File: src/rtl/mul_share_ctrl.sv
`default_nettype none
// ============================================================================
// Module   : mul_share_ctrl
// Purpose  : Round-robin scheduler sharing one fixed-latency W x W -> 2W
//            unsigned sequential multiplier among NREQ requesters. Grants one
//            request at a time, starts the multiplier, waits out MUL_LAT and
//            returns the product with the requester index on a single
//            response channel with backpressure.
// Ports    : clk, n_rst            - clock, async active-low reset
//            req_valid/req_ready   - per-requester handshake (ready one-hot,
//                                    combinational, only in IDLE)
//            req_m/req_q           - packed operands, requester i at [i*W +: W]
//            rsp_valid/rsp_ready   - response handshake
//            rsp_id/rsp_data       - requester index and 2W-bit product
//            mul_start/mul_m/mul_q - multiplier start pulse and operands
//            mul_result            - multiplier product
//            busy                  - high whenever not IDLE
// Options  : `define MUL_ZERO_BYPASS_EN to answer zero-operand requests
//            directly (rsp_data=0) without starting the multiplier.
// Revision : 1.0 - initial release
// ============================================================================
module mul_share_ctrl #(
  parameter int NREQ    = 4,
  parameter int W       = 32,
  parameter int MUL_LAT = 34
) (
  input  logic                    clk,
  input  logic                    n_rst,
  input  logic [NREQ-1:0]         req_valid,
  input  logic [NREQ*W-1:0]       req_m,
  input  logic [NREQ*W-1:0]       req_q,
  output logic [NREQ-1:0]         req_ready,
  output logic                    rsp_valid,
  input  logic                    rsp_ready,
  output logic [$clog2(NREQ)-1:0] rsp_id,
  output logic [2*W-1:0]          rsp_data,
  output logic                    mul_start,
  output logic [W-1:0]            mul_m,
  output logic [W-1:0]            mul_q,
  input  logic [2*W-1:0]          mul_result,
  output logic                    busy
);

  localparam int c_idw = $clog2(NREQ);
  localparam int c_cw  = $clog2(MUL_LAT + 1);

  localparam logic [1:0] c_st_idle  = 2'd0;
  localparam logic [1:0] c_st_issue = 2'd1;
  localparam logic [1:0] c_st_wait  = 2'd2;
  localparam logic [1:0] c_st_resp  = 2'd3;

  // Loading MUL_LAT-1 makes the counter reach 0 in the cycle MUL_LAT after
  // the mul_start cycle, which is exactly when mul_result is final.
  localparam logic [c_cw-1:0]  c_cnt_load = c_cw'(MUL_LAT - 1);
  localparam logic [c_idw-1:0] c_id_last  = c_idw'(NREQ - 1);

  logic [1:0]       state_q,    state_d;
  logic [c_idw-1:0] ptr_q,      ptr_d;
  logic [c_cw-1:0]  cnt_q,      cnt_d;
  logic [W-1:0]     mul_m_q,    mul_m_d;
  logic [W-1:0]     mul_q_q,    mul_q_d;
  logic [c_idw-1:0] rsp_id_q,   rsp_id_d;
  logic [2*W-1:0]   rsp_data_q, rsp_data_d;

  logic             w_grant_found;
  logic [c_idw-1:0] w_grant_idx;
  logic [c_idw-1:0] w_scan_idx;
  logic [NREQ-1:0]  w_grant_oh;
  logic [W-1:0]     w_sel_m;
  logic [W-1:0]     w_sel_q;
  logic             w_zero_op;

  // Round-robin scan: ptr+1, ptr+2, ... wrapping at NREQ, first valid wins.
  // The index wraps explicitly so non-power-of-two NREQ works.
  always_comb begin
    w_grant_found = 1'b0;
    w_grant_idx   = '0;
    w_scan_idx    = ptr_q;
    for (int k = 0; k < NREQ; k++) begin
      if (w_scan_idx == c_id_last) begin
        w_scan_idx = '0;
      end else begin
        w_scan_idx = w_scan_idx + 1'b1;
      end
      if (!w_grant_found && req_valid[w_scan_idx]) begin
        w_grant_found = 1'b1;
        w_grant_idx   = w_scan_idx;
      end
    end
  end

  // Operand mux and one-hot form of the winning index.
  always_comb begin
    w_sel_m    = '0;
    w_sel_q    = '0;
    w_grant_oh = '0;
    for (int i = 0; i < NREQ; i++) begin
      if (w_grant_idx == c_idw'(i)) begin
        w_sel_m       = req_m[i*W +: W];
        w_sel_q       = req_q[i*W +: W];
        w_grant_oh[i] = 1'b1;
      end
    end
  end

`ifdef MUL_ZERO_BYPASS_EN
  assign w_zero_op = (w_sel_m == '0) || (w_sel_q == '0);
`else
  assign w_zero_op = 1'b0;
`endif

  // State and datapath registers.
  always_ff @(posedge clk or negedge n_rst) begin
    if (!n_rst) begin
      state_q    <= c_st_idle;
      ptr_q      <= c_id_last;
      cnt_q      <= '0;
      mul_m_q    <= '0;
      mul_q_q    <= '0;
      rsp_id_q   <= '0;
      rsp_data_q <= '0;
    end else begin
      state_q    <= state_d;
      ptr_q      <= ptr_d;
      cnt_q      <= cnt_d;
      mul_m_q    <= mul_m_d;
      mul_q_q    <= mul_q_d;
      rsp_id_q   <= rsp_id_d;
      rsp_data_q <= rsp_data_d;
    end
  end

  // Next-state and next-datapath logic.
  always_comb begin
    state_d    = state_q;
    ptr_d      = ptr_q;
    cnt_d      = cnt_q;
    mul_m_d    = mul_m_q;
    mul_q_d    = mul_q_q;
    rsp_id_d   = rsp_id_q;
    rsp_data_d = rsp_data_q;
    case (state_q)
      c_st_idle: begin
        if (w_grant_found) begin
          mul_m_d  = w_sel_m;
          mul_q_d  = w_sel_q;
          rsp_id_d = w_grant_idx;
          ptr_d    = w_grant_idx;
          if (w_zero_op) begin
            rsp_data_d = '0;
            state_d    = c_st_resp;
          end else begin
            state_d = c_st_issue;
          end
        end
      end
      c_st_issue: begin
        cnt_d   = c_cnt_load;
        state_d = c_st_wait;
      end
      c_st_wait: begin
        if (cnt_q == '0) begin
          rsp_data_d = mul_result;
          state_d    = c_st_resp;
        end else begin
          cnt_d = cnt_q - 1'b1;
        end
      end
      c_st_resp: begin
        if (rsp_ready) begin
          state_d = c_st_idle;
        end
      end
      default: begin
        state_d = c_st_idle;
      end
    endcase
  end

  // Outputs.
  always_comb begin
    req_ready = (state_q == c_st_idle && w_grant_found) ? w_grant_oh : '0;
    mul_start = (state_q == c_st_issue);
    rsp_valid = (state_q == c_st_resp);
    busy      = (state_q != c_st_idle);
    mul_m     = mul_m_q;
    mul_q     = mul_q_q;
    rsp_id    = rsp_id_q;
    rsp_data  = rsp_data_q;
  end

endmodule
`default_nettype wire

File: config.mk
export PLATFORM = sky130hd
export DESIGN_NAME = mul_share_ctrl
export DESIGN_NICKNAME = d
export VERILOG_FILES = /design/src/rtl/mul_share_ctrl.sv
export SDC_FILE = /design/constraint.sdc
export NUM_CORES = 1
export LEC_CHECK = 0
export BUFFER_PORTS_ARGS = -buffer_cell sky130_fd_sc_hd__buf_4
export CAP_MARGIN = 0
export CORE_AREA = 3 3 182 184
export DETAILED_ROUTE_END_ITERATION = 8
export DIE_AREA = 0 0 185 187
export HOLD_SLACK_MARGIN = 0.08
export MAX_ROUTING_LAYER = met4
export PLACE_DENSITY_LB_ADDON = 0.25
export SYNTH_ARGS = -nofsm -noshare
export SYNTH_HDL_FRONTEND = slang
export SYNTH_SLANG_ARGS = --single-unit
File: constraint.sdc
create_clock -name clk -period 7.67 [get_ports clk]
set_input_delay 0.3835 -clock clk [delete_from_list [all_inputs] [get_ports clk]]
set_output_delay 0.3835 -clock clk [all_outputs]
set_load 0.03 [all_outputs]
==> metrics.txt <==
pre-CTS setup slack 3410 ps; commonest non-fill, non-tap cell in the layout buf_4; Max Slew Vio Count 0; 1st-iter DRT viols 345; H-tree Lvls 4; clock skew 15.4 ps; #FFs+latches synth 140; die area 0.0346 mm²; fin cells 1552; min-delay worst type primary input to flip-flop; minimum clock period after layout 4560 ps; most frequent cells in the layout buf_4 (472), dfrtp_1 (138), mux2_2 (93), nand4_1 (77), mux2i_1 (70); synthesized instance count 717; syn nets 1050; Critical Path Start ptr_q[0]; hold-critical path depth 2; TritonCTS Buffers 17; Synth Flop Type dfrtp_1; R2R depth 8; Final Setup Violations 0; Post-synth EDFFs 0; Async SR Flop Fraction 1.00; Die Wd 185 µm; initial antenna violation count 1; share of cells above drive strength 1 0.540; status complete, no violations; CTS Sinks 140; Worst Setup End Kind primary output; CTS tree yes; Max IR drop VDD 260 µV; post-layout net count 1469; root buf cell clkbuf_16; Seq/Total Area, Yosys 0.445; number of cell rows 65; Setup TNS Final 0 ps; Fmax 219 MHz; Worst EP arrival 4180 ps; Setup WS post-layout 3110 ps; CP max FO 36; post-route DRC violation count 0; worst r2r src ptr_q[0]; WP data required 7290 ps; first-pass GRT wire length 46.3 mm; PD cells 480 mW/mm²; met2 Track Usage GR 0.287; routed wire length 31.1 mm; M3 GR Usage 0.0327; Final Util 0.386; CP Launch Type flip-flop; GR Overflow Total 0; Netlist cell types 43; GRT Overall Usage 0.176; syn_area_per_cell 11.0 µm²; IO Count 464; Vias 7578; Yosys Warn Count 0; clk slew on worst S/H paths 70 ps; period utilization 0.595; final hold vios 0; Slew @ Worst Pin 981 ps; RePlAce Congestion 0.827; WS Path Type flip-flop to primary output; Initial DRT Pass Iterations 4; Hold Path Origin mul_result[5]; pin count of the biggest net entering global routing 79; max_cap viols 0; maximum buffer depth of the clock tree 2; busiest grt layer met2; ANT nets after route 0; core area 0.0316 mm²; placed insts 1518; clk_lat worst skew 420 ps; met1 GRT Util 0.225; Initial Utilization 0.250; PortBufs 463; Die Ht 187 µm; Mapped Area 0.00788 mm²; Layout area overhead 54.7%; LEAKAGE 5.71 nW; DR vias/cell 4.88; RSZ-0062 raised after global routing false; vias in the first global route 7762; post-DP HPWL 22.5 mm; Slew HR 0.344; average wire per standard cell 20.0 µm; # fillers 3144
[final timing paths]
path	endpoint	slack, ps
setup reg to reg	mul_q[30]	3400
setup / recovery	req_ready[0]	3110
hold reg to reg	rsp_data[27]	510
max in group asynchronous	rsp_data[53]	5700
min in group asynchronous	rsp_data[13]	580
hold / removal	rsp_data[5]	190
[cell usage after synthesis, drive strengths merged, types with 26 or more instances]
library cell    n  area, µm²
a211oi         52        390
a221o          38        380
a31oi          26        163
buf            31        189
clkbuf         43        161
dfrtp         138       3450
inv            33        124
mux2          103       1200
mux2i          70        701
nand4          77        482
nor2           40        150
[flip-flops by register name, indices dropped and copies added, names as in the netlist]
register,count
rsp_data,64
mul_m,32
mul_q,32
cnt_q,6
ptr_q,2
rsp_id,2
state_q,2
[layer usage]
metal,wire length [µm],part of all wire,vias to the layer above
li1,-,-,3586
met1,13400,0.43,3670
met2,15300,0.49,294
met3,1800,0.058,28
met4,584,0.019,0
met5,0,0,-
[what timing repair did]
| action | CTS | global route |
|---|---|---|
| resized for setup | 0 | 0 |
| endpoints found under the hold margin | 73 | 0 |
| buffers inserted | 0 | 0 |
| hold buffers | 1 | 0 |
[metrics by stage]
step                hold slack, ps  power [mW]  instance area (µm²)
floorplan                     87.9        3.93                 7880
global placement               485        5.06                11600
detailed placement             487        5.09                11600
CTS                            166        5.93                12200
global route                   164        6.24                12200
finish                         190        5.85                12200
[power by group]
| group | switching (mW) | total, mW | internal (mW) |
|---|---|---|---|
| Sequential | 0.207 | 1.31 | 1.10 |
| Combinational | 2.23 | 3.74 | 1.51 |
| Clock | 0.380 | 0.807 | 0.427 |
| Total | 2.82 | 5.85 | 3.03 |
[cell type report]
| cell class | count | area (µm²) | area share |
|---|---|---|---|
| antenna | 1 | 2.50 | 0.000205 |
| clock buffer | 18 | 429 | 0.0352 |
| clock inverter | 14 | 125 | 0.0103 |
| inverter | 33 | 124 | 0.0102 |
| multi-input combinational | 470 | 3940 | 0.323 |
| sequential | 140 | 3510 | 0.287 |
| tap | 402 | 503 | 0.0412 |
| timing repair buffer | 474 | 3560 | 0.292 |
[cells by family after synthesis]
family	synth area share
flip-flops	0.445
XOR/XNOR	0.00222
multiplexers	0.241
adder cells (fa/ha/maj)	0.00952
AO/OA/AOI/OAI	0.140
buffers and inverters	0.0601
AND/OR/NAND/NOR	0.102
[worst max-delay path, stage by stage, from the launching register on]
cell and delay [ps]:
dfstp_2 660, ha_1 450, mux2i_1 210, nand3_1 130, a21o_1 740, nand3_4 650
buf_4 540, nor2_1 160, buf_4 170
Power figures use the tool's default switching activity.
